==> src/rtl/mem_port_arbiter_pkg.sv <==
// Shared constants for the instruction/data memory port arbiter.
// State encodings and fixed memory-side values live here so every file agrees on them.
package mem_port_arbiter_pkg;

   localparam logic [1:0] ARB_IDLE     = 2'd0;
   localparam logic [1:0] ARB_BUSY_IF  = 2'd1;
   localparam logic [1:0] ARB_BUSY_MEM = 2'd2;
   localparam logic [1:0] ARB_DONE     = 2'd3;

   localparam logic [3:0] SEL_ALL       = 4'hF;
   localparam logic       CHIP_ENABLE   = 1'b1;
   localparam logic       CHIP_DISABLE  = 1'b0;
   localparam logic       WRITE_ENABLE  = 1'b1;
   localparam logic       WRITE_DISABLE = 1'b0;
   localparam logic       RST_ENABLE    = 1'b1;

   function automatic logic is_busy(input logic [1:0] st);
      return (st == ARB_BUSY_IF) || (st == ARB_BUSY_MEM);
   endfunction

endpackage

==> src/rtl/mem_port_arbiter_if.sv <==
// Requester and memory-side signals of the port arbiter.
// The slave modport is the arbiter's view; master is the view of everything around it.
interface mem_port_arbiter_if #(
   parameter int ADDR_W = 32,
   parameter int DATA_W = 32
);
   logic              if_req;
   logic [ADDR_W-1:0] if_addr;
   logic              if_ack;
   logic [DATA_W-1:0] if_rdata;
   logic              if_err;

   logic              mem_req;
   logic              mem_we;
   logic [ADDR_W-1:0] mem_addr;
   logic [3:0]        mem_sel;
   logic [DATA_W-1:0] mem_wdata;
   logic              mem_ack;
   logic [DATA_W-1:0] mem_rdata;
   logic              mem_err;

   logic              ram_ce;
   logic              ram_we;
   logic [ADDR_W-1:0] ram_addr;
   logic [3:0]        ram_sel;
   logic [DATA_W-1:0] ram_wdata;
   logic [DATA_W-1:0] ram_rdata;
   logic              ram_ack;

   logic              stallreq_if;
   logic              stallreq_mem;

   modport slave (
      input  if_req, if_addr, mem_req, mem_we, mem_addr, mem_sel, mem_wdata, ram_rdata, ram_ack,
      output if_ack, if_rdata, if_err, mem_ack, mem_rdata, mem_err,
      output ram_ce, ram_we, ram_addr, ram_sel, ram_wdata, stallreq_if, stallreq_mem
   );

   modport master (
      output if_req, if_addr, mem_req, mem_we, mem_addr, mem_sel, mem_wdata, ram_rdata, ram_ack,
      input  if_ack, if_rdata, if_err, mem_ack, mem_rdata, mem_err,
      input  ram_ce, ram_we, ram_addr, ram_sel, ram_wdata, stallreq_if, stallreq_mem
   );

endinterface

==> src/rtl/mem_port_arbiter_timeout_cnt.sv <==
// Wait-cycle counter for one memory access: cleared outside an access, counts while enabled,
// and flags expiry on the last allowed cycle so the arbiter can abort in that same cycle.
module arb_timeout_cnt
   import mem_port_arbiter_pkg::*;
#(
   parameter int TIMEOUT = 15
) (
   input  logic clk,
   input  logic rst,
   input  logic clear,
   input  logic enable,
   output logic expire
);
   localparam int CW = $clog2(TIMEOUT + 1);

   logic [CW-1:0] count;

   always_ff @(posedge clk) begin
      if (rst == RST_ENABLE || clear) begin
         count <= '0;
      end else if (enable && !expire) begin
         count <= count + CW'(1);
      end
   end

   assign expire = enable && (count == CW'(TIMEOUT - 1));

endmodule

==> src/rtl/mem_port_arbiter.sv <==
// Shares one memory port between instruction fetch and load/store: MEM has priority,
// IF is forced through after STARVE_MAX back-to-back MEM wins, hung accesses time out.
module mem_port_arbiter
   import mem_port_arbiter_pkg::*;
#(
   parameter int ADDR_W     = 32,
   parameter int DATA_W     = 32,
   parameter int TIMEOUT    = 15,
   parameter int STARVE_MAX = 4
) (
   input logic               clk,
   input logic               rst,
   mem_port_arbiter_if.slave bus
);
   localparam int SW = $clog2(STARVE_MAX + 1);

   logic [1:0]        state;
   logic [SW-1:0]     starve_cnt;
   logic              grant_mem;
   logic              grant_if;
   logic              busy;
   logic              expire;
   logic              finish;
   logic [DATA_W-1:0] done_data;

   logic              ram_ce_q;
   logic              ram_we_q;
   logic [ADDR_W-1:0] ram_addr_q;
   logic [3:0]        ram_sel_q;
   logic [DATA_W-1:0] ram_wdata_q;
   logic              if_ack_q;
   logic              if_err_q;
   logic [DATA_W-1:0] if_rdata_q;
   logic              mem_ack_q;
   logic              mem_err_q;
   logic [DATA_W-1:0] mem_rdata_q;

   assign busy = is_busy(state);

   // MEM wins a tie unless IF has already lost STARVE_MAX grants in a row.
   always_comb begin
      grant_mem = bus.mem_req && !(bus.if_req && (starve_cnt == SW'(STARVE_MAX)));
      grant_if  = bus.if_req && !grant_mem;
   end

   // An ack in the expiry cycle still counts as a successful access; writes return zero data.
   always_comb begin
      finish    = bus.ram_ack || expire;
      done_data = (bus.ram_ack && !ram_we_q) ? bus.ram_rdata : '0;
   end

   arb_timeout_cnt #(
      .TIMEOUT (TIMEOUT)
   ) u_timeout (
      .clk    (clk),
      .rst    (rst),
      .clear  (!busy),
      .enable (busy),
      .expire (expire)
   );

   always_ff @(posedge clk) begin
      if (rst == RST_ENABLE) begin
         state       <= ARB_IDLE;
         starve_cnt  <= '0;
         ram_ce_q    <= CHIP_DISABLE;
         ram_we_q    <= WRITE_DISABLE;
         ram_addr_q  <= '0;
         ram_sel_q   <= '0;
         ram_wdata_q <= '0;
         if_ack_q    <= 1'b0;
         if_err_q    <= 1'b0;
         if_rdata_q  <= '0;
         mem_ack_q   <= 1'b0;
         mem_err_q   <= 1'b0;
         mem_rdata_q <= '0;
      end else begin
         case (state)
            ARB_IDLE: begin
               if (grant_mem) begin
                  state       <= ARB_BUSY_MEM;
                  ram_ce_q    <= CHIP_ENABLE;
                  ram_we_q    <= bus.mem_we;
                  ram_addr_q  <= bus.mem_addr;
                  ram_sel_q   <= bus.mem_sel;
                  ram_wdata_q <= bus.mem_wdata;
                  if (bus.if_req && (starve_cnt != SW'(STARVE_MAX))) begin
                     starve_cnt <= starve_cnt + SW'(1);
                  end
               end else if (grant_if) begin
                  state       <= ARB_BUSY_IF;
                  ram_ce_q    <= CHIP_ENABLE;
                  ram_we_q    <= WRITE_DISABLE;
                  ram_addr_q  <= bus.if_addr;
                  ram_sel_q   <= SEL_ALL;
                  ram_wdata_q <= '0;
                  starve_cnt  <= '0;
               end
            end
            ARB_BUSY_IF: begin
               if (finish) begin
                  state      <= ARB_DONE;
                  ram_ce_q   <= CHIP_DISABLE;
                  ram_we_q   <= WRITE_DISABLE;
                  if_ack_q   <= 1'b1;
                  if_err_q   <= !bus.ram_ack;
                  if_rdata_q <= done_data;
               end
            end
            ARB_BUSY_MEM: begin
               if (finish) begin
                  state       <= ARB_DONE;
                  ram_ce_q    <= CHIP_DISABLE;
                  ram_we_q    <= WRITE_DISABLE;
                  mem_ack_q   <= 1'b1;
                  mem_err_q   <= !bus.ram_ack;
                  mem_rdata_q <= done_data;
               end
            end
            default: begin
               state     <= ARB_IDLE;
               if_ack_q  <= 1'b0;
               if_err_q  <= 1'b0;
               mem_ack_q <= 1'b0;
               mem_err_q <= 1'b0;
            end
         endcase
      end
   end

   assign bus.ram_ce       = ram_ce_q;
   assign bus.ram_we       = ram_we_q;
   assign bus.ram_addr     = ram_addr_q;
   assign bus.ram_sel      = ram_sel_q;
   assign bus.ram_wdata    = ram_wdata_q;
   assign bus.if_ack       = if_ack_q;
   assign bus.if_err       = if_err_q;
   assign bus.if_rdata     = if_rdata_q;
   assign bus.mem_ack      = mem_ack_q;
   assign bus.mem_err      = mem_err_q;
   assign bus.mem_rdata    = mem_rdata_q;
   assign bus.stallreq_if  = bus.if_req & ~if_ack_q;
   assign bus.stallreq_mem = bus.mem_req & ~mem_ack_q;

endmodule

==> src/flat_wrapper.sv <==
// flat-port wrapper written by rule: the top's interface ports become plain ports
module mem_port_arbiter_flat import mem_port_arbiter_pkg::*;
#(
   parameter int ADDR_W     = 32,
   parameter int DATA_W     = 32,
   parameter int TIMEOUT    = 15,
   parameter int STARVE_MAX = 4
)
  (clk, rst, bus_if_req, bus_if_addr, bus_mem_req, bus_mem_we, bus_mem_addr, bus_mem_sel, bus_mem_wdata, bus_ram_rdata, bus_ram_ack, bus_if_ack, bus_if_rdata, bus_if_err, bus_mem_ack, bus_mem_rdata, bus_mem_err, bus_ram_ce, bus_ram_we, bus_ram_addr, bus_ram_sel, bus_ram_wdata, bus_stallreq_if, bus_stallreq_mem);
  mem_port_arbiter_if #(.ADDR_W(ADDR_W), .DATA_W(DATA_W)) bus_i ();
  input logic clk;
  input logic rst;
  input wire logic [$bits(bus_i.if_req)-1:0] bus_if_req;
  input wire logic [$bits(bus_i.if_addr)-1:0] bus_if_addr;
  input wire logic [$bits(bus_i.mem_req)-1:0] bus_mem_req;
  input wire logic [$bits(bus_i.mem_we)-1:0] bus_mem_we;
  input wire logic [$bits(bus_i.mem_addr)-1:0] bus_mem_addr;
  input wire logic [$bits(bus_i.mem_sel)-1:0] bus_mem_sel;
  input wire logic [$bits(bus_i.mem_wdata)-1:0] bus_mem_wdata;
  input wire logic [$bits(bus_i.ram_rdata)-1:0] bus_ram_rdata;
  input wire logic [$bits(bus_i.ram_ack)-1:0] bus_ram_ack;
  output wire logic [$bits(bus_i.if_ack)-1:0] bus_if_ack;
  output wire logic [$bits(bus_i.if_rdata)-1:0] bus_if_rdata;
  output wire logic [$bits(bus_i.if_err)-1:0] bus_if_err;
  output wire logic [$bits(bus_i.mem_ack)-1:0] bus_mem_ack;
  output wire logic [$bits(bus_i.mem_rdata)-1:0] bus_mem_rdata;
  output wire logic [$bits(bus_i.mem_err)-1:0] bus_mem_err;
  output wire logic [$bits(bus_i.ram_ce)-1:0] bus_ram_ce;
  output wire logic [$bits(bus_i.ram_we)-1:0] bus_ram_we;
  output wire logic [$bits(bus_i.ram_addr)-1:0] bus_ram_addr;
  output wire logic [$bits(bus_i.ram_sel)-1:0] bus_ram_sel;
  output wire logic [$bits(bus_i.ram_wdata)-1:0] bus_ram_wdata;
  output wire logic [$bits(bus_i.stallreq_if)-1:0] bus_stallreq_if;
  output wire logic [$bits(bus_i.stallreq_mem)-1:0] bus_stallreq_mem;
  assign bus_i.if_req = bus_if_req;
  assign bus_i.if_addr = bus_if_addr;
  assign bus_i.mem_req = bus_mem_req;
  assign bus_i.mem_we = bus_mem_we;
  assign bus_i.mem_addr = bus_mem_addr;
  assign bus_i.mem_sel = bus_mem_sel;
  assign bus_i.mem_wdata = bus_mem_wdata;
  assign bus_i.ram_rdata = bus_ram_rdata;
  assign bus_i.ram_ack = bus_ram_ack;
  assign bus_if_ack = bus_i.if_ack;
  assign bus_if_rdata = bus_i.if_rdata;
  assign bus_if_err = bus_i.if_err;
  assign bus_mem_ack = bus_i.mem_ack;
  assign bus_mem_rdata = bus_i.mem_rdata;
  assign bus_mem_err = bus_i.mem_err;
  assign bus_ram_ce = bus_i.ram_ce;
  assign bus_ram_we = bus_i.ram_we;
  assign bus_ram_addr = bus_i.ram_addr;
  assign bus_ram_sel = bus_i.ram_sel;
  assign bus_ram_wdata = bus_i.ram_wdata;
  assign bus_stallreq_if = bus_i.stallreq_if;
  assign bus_stallreq_mem = bus_i.stallreq_mem;
  mem_port_arbiter #(.ADDR_W(ADDR_W), .DATA_W(DATA_W), .TIMEOUT(TIMEOUT), .STARVE_MAX(STARVE_MAX)) u_core (.clk(clk), .rst(rst), .bus(bus_i));
endmodule
==> config.mk <==
export PLATFORM = sky130hd
export DESIGN_NAME = mem_port_arbiter_flat
export DESIGN_NICKNAME = d
export VERILOG_FILES = /design/src/rtl/mem_port_arbiter_pkg.sv /design/src/rtl/mem_port_arbiter_if.sv /design/src/rtl/mem_port_arbiter_timeout_cnt.sv /design/src/rtl/mem_port_arbiter.sv /design/src/flat_wrapper.sv
export SDC_FILE = /design/constraint.sdc
export NUM_CORES = 1
export LEC_CHECK = 0
export BUFFER_PORTS_ARGS = -buffer_cell sky130_fd_sc_hd__buf_4
export CAP_MARGIN = 30
export CORE_ASPECT_RATIO = 0.5
export CORE_MARGIN = 1.5
export CORE_UTILIZATION = 35
export DETAILED_ROUTE_END_ITERATION = 7
export PLACE_DENSITY = 0.63
export SLEW_MARGIN = 30
export SYNTH_ARGS = -nofsm -noshare
export SYNTH_HDL_FRONTEND = slang
export SYNTH_SLANG_ARGS = --single-unit
==> constraint.sdc <==
create_clock -name clk -period 2.6 [get_ports clk]
set_input_delay 0.13 -clock clk [delete_from_list [all_inputs] [get_ports clk]]
set_output_delay 0.13 -clock clk [all_outputs]
set_load 0.05 [all_outputs]
==> Word level (Yosys, flattened, before mapping) <==
Index checks and enable logic that the tools add are counted.
{ "word_totals": {"output_inout_bits": 140, "word_cells": 89, "latchBits": 0, "ramBits": 0, "register_bits": 147, "mem_bits_ro": 0, "mem_count": 0} }
{ "op_classes": {"n_shift": 0, "n_mul": 0, "addsub": 2, "n_eq_ne": 10, "bitwise": 6, "div": 0, "n_lt_le_gt_ge": 0, "muxes": 27, "reduce_logical": 30} }
{ "ops": {"columns": ["operator", "count"], "rows": [
  ["two-way mux 32 bit", 5],
  ["one-hot mux 1 bit (2 select lines)", 6],
  ["AND reduction 2 bit", 6],
  ["two-way mux 3 bit", 3],
  ["two-way mux 4 bit", 2],
  ["logical AND 1 bit", 7],
  ["two-way mux 1 bit", 7],
  ["logical NOT 1 bit", 6],
  ["two-way mux 2 bit", 3],
  ["inequality test 2 x 1 -> 1 bit, second input constant", 3],
  ["AND reduction 3 bit", 2],
  ["OR reduction 2 bit", 3],
  ["adder 4 x 1 -> 4 bit, second input constant", 1],
  ["equality test 4 bit, second input constant", 1],
  ["NOT 1 bit", 4],
  ["one-hot mux 2 bit (2 select lines)", 1],
  ["nonzero test 2 bit", 2],
  ["adder 3 x 1 -> 3 bit, second input constant", 1],
  ["equality test 3 bit, second input constant", 1],
  ["logical OR 1 bit", 3],
  ["inequality test 3 x 1 -> 1 bit, second input constant", 1],
  ["inequality test 3 bit, second input constant", 1],
  ["AND 1 bit", 2],
  ["equality test 2 x 1 -> 1 bit, second input constant", 1],
  ["3 further kinds", 3]
]} }

==> Depth between registers and ports, before layout <==
{ "depth": {"depth_word": 9, "mapped_depth": 7, "ltp_nobuf": 5} }

==> By module <==
Synthesis repeated with hierarchy kept, for this count alone.
{ "unflattened": {"hier_cells": 739, "area_unflattened_um2": 6173.4} }
{ "by_module_without_submodules": {"columns": ["module", "seq_area_each_um2", "cells_per_inst", "n_inst", "area_per_inst_um2"], "rows": [
  ["mem_port_arbiter", 2862.7, 716, 1, 5957.0],
  ["arb_timeout_cnt", 80.1, 23, 1, 216.5]
]} }

==> Least setup slack after synthesis <==
Ideal clock, no wire load.
{ "synth_timing": {"path_kind": "register to register", "from": "register u_core.state[0]", "to": "register u_core.ram_ce_q (netlist: u_core.bus.ram_ce)", "setup_time_ns": 0.121, "stages_incl_launch_ff": 7, "t_arrival_ns": 1.587, "path_slack_ns": 0.892, "cell_sequence": "dfxtp_1 -> inv_1 -> ha_1 -> buf_6 -> nor2b_1 -> a211oi_2 -> mux2_4"} }
{ "synth_between": {"elab_chain_cells": 6, "word_cells_on_any_way": 12, "cone_classes": "4 x eq/ne; 1 x mux; 7 x reduce/logical"} }
{ "synth_lines": {"columns": ["item", "line", "text"], "rows": [
  ["start, declared", "mem_port_arbiter.sv:17", "logic [1:0] state;"],
  ["start signal, assigned", "mem_port_arbiter.sv:64", "state <= ARB_IDLE;"],
  ["start signal, assigned", "mem_port_arbiter.sv:81", "state <= ARB_BUSY_MEM;"],
  ["start signal, assigned", "mem_port_arbiter.sv:91", "state <= ARB_BUSY_IF;"],
  ["equality test 2 x 1 -> 1 bit or equality test 2 bit (tied branches)", "mem_port_arbiter_pkg.sv:18, mem_port_arbiter.sv:78", null],
  ["logical OR 1 bit", "mem_port_arbiter_pkg.sv:18", "return (st == ARB_BUSY_IF) || (st == ARB_BUSY_MEM);"],
  ["logical AND 1 bit", "mem_port_arbiter_timeout_cnt.sv:26", "assign expire = enable && (count == CW'(TIMEOUT - 1));"],
  ["logical OR 1 bit", "mem_port_arbiter.sv:48", "finish = bus.ram_ack || expire;"],
  ["inequality test 2 x 1 -> 1 bit (no line)", null, null],
  ["AND reduction 3 bit (no line)", null, null],
  ["end signal, assigned", "mem_port_arbiter.sv:66", "ram_ce_q <= CHIP_DISABLE;"],
  ["end signal, assigned", "mem_port_arbiter.sv:82", "ram_ce_q <= CHIP_ENABLE;"],
  ["end signal, assigned", "mem_port_arbiter.sv:92", "ram_ce_q <= CHIP_ENABLE;"],
  ["end, declared", "mem_port_arbiter.sv:26", "logic ram_ce_q;"]
]} }
Parallel ways exist; a longest one is shown, timed or not.
A chain may end at the register's enable or synchronous reset.

==> Worst setup path after layout <==
{ "layout_timing": {"from": "register u_core.state[0]", "to": "register u_core.ram_addr_q[19] (netlist: u_core.bus.ram_addr[19])"} }
{ "layout_between": {"elab_chain_cells": 2} }
{ "layout_lines": {"columns": ["item", "line", "text"], "rows": [
  ["logical NOT 2 bit", "mem_port_arbiter.sv:78", "case (state)"],
  ["AND reduction 2 bit (no line)", null, null],
  ["end signal, assigned", "mem_port_arbiter.sv:84", "ram_addr_q <= bus.mem_addr;"],
  ["end signal, assigned", "mem_port_arbiter.sv:94", "ram_addr_q <= bus.if_addr;"],
  ["end, declared", "mem_port_arbiter.sv:28", "logic [ADDR_W-1:0] ram_addr_q;"]
]} }
Every way passes these cells.

==> metrics.txt <==
LEAKAGE=roughly 4 nW; clock tree from TritonCTS=done; fin worst setup slack=~0.33 ns; initial antenna violation count=0; Synth top area share=0.475; # setup viols final=0; f_max=around 0.44 GHz; worst path cell trace=inv_1 > ha_1 > o21a_2 > buf_12 > nor2_1 > a311oi_1 > dlygate4sd3_1; row count=34; type of the worst setup path=flip-flop to flip-flop; register clock-pin slew on the reported worst setup and hold paths=around 0.060 ns; DP HPWL=between 10 and 15 mm; status=finished, final reports clean; number of synthesis warnings=0; nature of the critical path startpoint=flip-flop; WL per Instance=about 16 µm; post-CTS sizing=0; Hold/Removal Path Class=input pin to flip-flop; kind of cell adding the most delay to the critical path=buffers and inverters; post-synthesis sequential area ratio=0.475; post-place setup slack=~0.71 ns; die height=97.0 µm; global-route wire length before repair=around 32 mm; drt pass-1 iters=5; number of standard cells in the final layout excluding fillers=1,279; number of distinct library cell variants in the gate-level netlist after synthesis=41; total global routing overflow=0; Final ANT Viol Nets=0; Area contributors post-synth=dfxtp_1, a21oi_1, nand3_1; DRC errors left=0; Fin. Hold Viols=0; Peak supply drop=slightly below 0.0006 V; maximum single-stage delay on the critical path=~0.6 ns; routed vias/inst=between 5 and 6; element type at the critical path end=flip-flop; chip width=between 150 and 200 µm; net count after synthesis=~890; data required time at the worst endpoint=slightly below 3 ns; placement-stage cell area=about 8300 µm²; CTS Root Buffer Type=clkbuf_16; Gate Count Post-Synth=~740; cell with the largest stage delay on the worst path=dlygate4sd3_1; Inserted Diodes=0; accumulated negative setup slack=0 ns; mean area per synthesized cell=8.35 µm²; Async SR Flop Fraction=0; latest clock arrival within the worst-skew pair=between 0.4 and 0.5 ns; cts bufs inserted=17; pin count of the biggest net entering global routing=approximately 90; detailed router's first-iteration violation count=around 370; total of buffers placed on input and output ports=about 280; final wirelength=just over 20 mm; post-CTS setup-driven buffer insertion count=0; Max clock buf depth=2; Final Skew=around 0.009 ns; effective utilization at floorplan=0.357; max cap viols=0; data arrival time of the critical path=roughly 2.6 ns; die area=18,500 µm²; largest area contributor in the synthesized netlist=dfxtp_1; number of H-tree branching levels=4; area growth from synthesis to layout=54.4%; post-layout min period=around 2.3 ns; # placed instances=~1,200; crit-path max FO=68; commonest cells in the synthesized netlist=dfxtp_1, a21oi_1, nand3_1; Primary FF master, synth=dfxtp_1; placeable core region=approximately 17,000 µm²; most instantiated library cell after synthesis=dfxtp_1; share of the cycle needed by the critical path after routing=0.874; via count of the first global-routing pass=approximately 6,400; Final Max Slew Viols=0; number of top-level design ports=between 200 and 300; Via Count=6,720; critical path buffer and inverter count=3; relative max-transition margin=0.480; clk sinks=~150; final layout net count=about 1,200; GRT Overall Usage=0.215; number of storage elements in the synthesis netlist=around 150; cell area after layout=approximately 9600 µm²; post-synth design cell area=approximately 6200 µm²; power per standard cell area=a little over 1000 nW/µm²; setup repair after global routing missed its margin=no; share of layout cells above drive strength 1=0.317; number of enable-type register cells in the synthesized netlist=0; actual slew at the worst max-slew pin=0.780 ns; routability congestion estimate=approximately 0.8
## timing repair
action / CTS / global route
setup endpoints to repair: 0 / 0
hold endpoints to repair: 89 / 1
hold buffers: 62 / 1
## worst paths after layout
kind	end	cells past startpoint	slack, ns	startpoint
max	u_core.bus.ram_addr[19]$_SDFFE_PP0P_	7	0.33	u_core.state[0]$_SDFFE_PP0P_
min	u_core.bus.ram_wdata[6]$_SDFFE_PP0P_	3	0.02	bus_mem_wdata[6]
max reg2reg	u_core.bus.ram_addr[19]$_SDFFE_PP0P_	7	0.33	u_core.state[0]$_SDFFE_PP0P_
min reg2reg	u_core.bus.ram_wdata[19]$_SDFFE_PP0P_	2	0.45	u_core.bus.ram_wdata[19]$_SDFFE_PP0P_
## state kept, by name (all words and copies together), names as in the netlist
register                flops
u_core.bus.ram_sel          4
u_core.starve_cnt           3
u_core.bus.if_ack           1
u_core.bus.if_err           1
u_core.bus.mem_err          1
u_core.bus.ram_we           1
u_core.bus.ram_ce           1
u_core.bus.mem_rdata       32
u_core.bus.ram_wdata       32
u_core.bus.ram_addr        32
u_core.bus.if_rdata        32
u_core.u_timeout.count      4
u_core.bus.mem_ack          1
u_core.state                2
## final cells by class
type,instances,area (µm²)
clock buffer,18,429
clock inverter,13,185
fill,1648,7800
inverter,8,30.0
multi-input combinational,505,2810
sequential,147,2940
tap,234,293
timing repair buffer,354,2870
## worst reg2reg max path: cells and delay by family (launching register included)
kind | cells | cell delay [ns]
fa+ha+maj | 1 | 0.37
simple gates | 1 | 0.09
compound gates | 2 | 0.47
flops | 1 | 0.34
buf+inv | 3 | 0.94
## cell families after synthesis
logic type	Yosys count	share of synthesized area
AO/OA/AOI/OAI	251	0.235
XOR/XNOR	1	0.00141
adder cells (fa/ha/maj)	8	0.0162
buffers and inverters	89	0.0721
flip-flops	147	0.475
multiplexers	4	0.00728
AND/OR/NAND/NOR	241	0.193
## metrics by stage
step / total power (W) / util / hold slack [ns]
6_report: 0.00971 / 0.551 / 0.0151
5_1_grt: 0.0102 / 0.551 / 0.000419
4_1_cts: 0.00977 / 0.550 / 0.0000747
2_1_floorplan: 0.00585 / - / 0.278
3_3_place_gp: 0.00702 / 0.479 / 0.403
3_5_place_dp: 0.00707 / 0.479 / 0.410
## metal layers
layer	routed length, µm	up-vias	track usage
met5	0	-	0
met4	524	0	0.0835
met3	1380	39	0.0588
met2	9970	224	0.361
met1	8600	3196	0.260
li1	-	3261	-
## cell usage in the layout, fill, tap and decap left out, types with 5 or more instances in the layout
| cell type | netlist | layout |
|---|---|---|
| buf_4 | 7 | 287 |
| dfxtp_1 | 147 | 147 |
| a21oi_1 | 101 | 101 |
| nand3_1 | 97 | 97 |
| o21ai_0 | 81 | 81 |
| dlygate4sd3_1 | 0 | 63 |
| nor2_1 | 50 | 50 |
| nand2_1 | 36 | 36 |
| nand4_1 | 35 | 35 |
| a311oi_1 | 32 | 32 |
| clkbuf_16 | 0 | 17 |
| o21ai_1 | 15 | 15 |
| inv_1 | 8 | 8 |
| ha_1 | 8 | 8 |
| a211oi_1 | 7 | 7 |
| nand2b_1 | 6 | 6 |
| a31oi_1 | 5 | 5 |
## where the power goes
group	leakage, nW	switching (W)	total, W	internal [W]
clock network	0.296	0.000997	0.00260	0.00160
logic	2.47	0.00285	0.00414	0.00129
registers	1.20	0.000259	0.00297	0.00271
total	3.97	0.00410	0.00971	0.00561
Power figures use the tool's default switching activity.
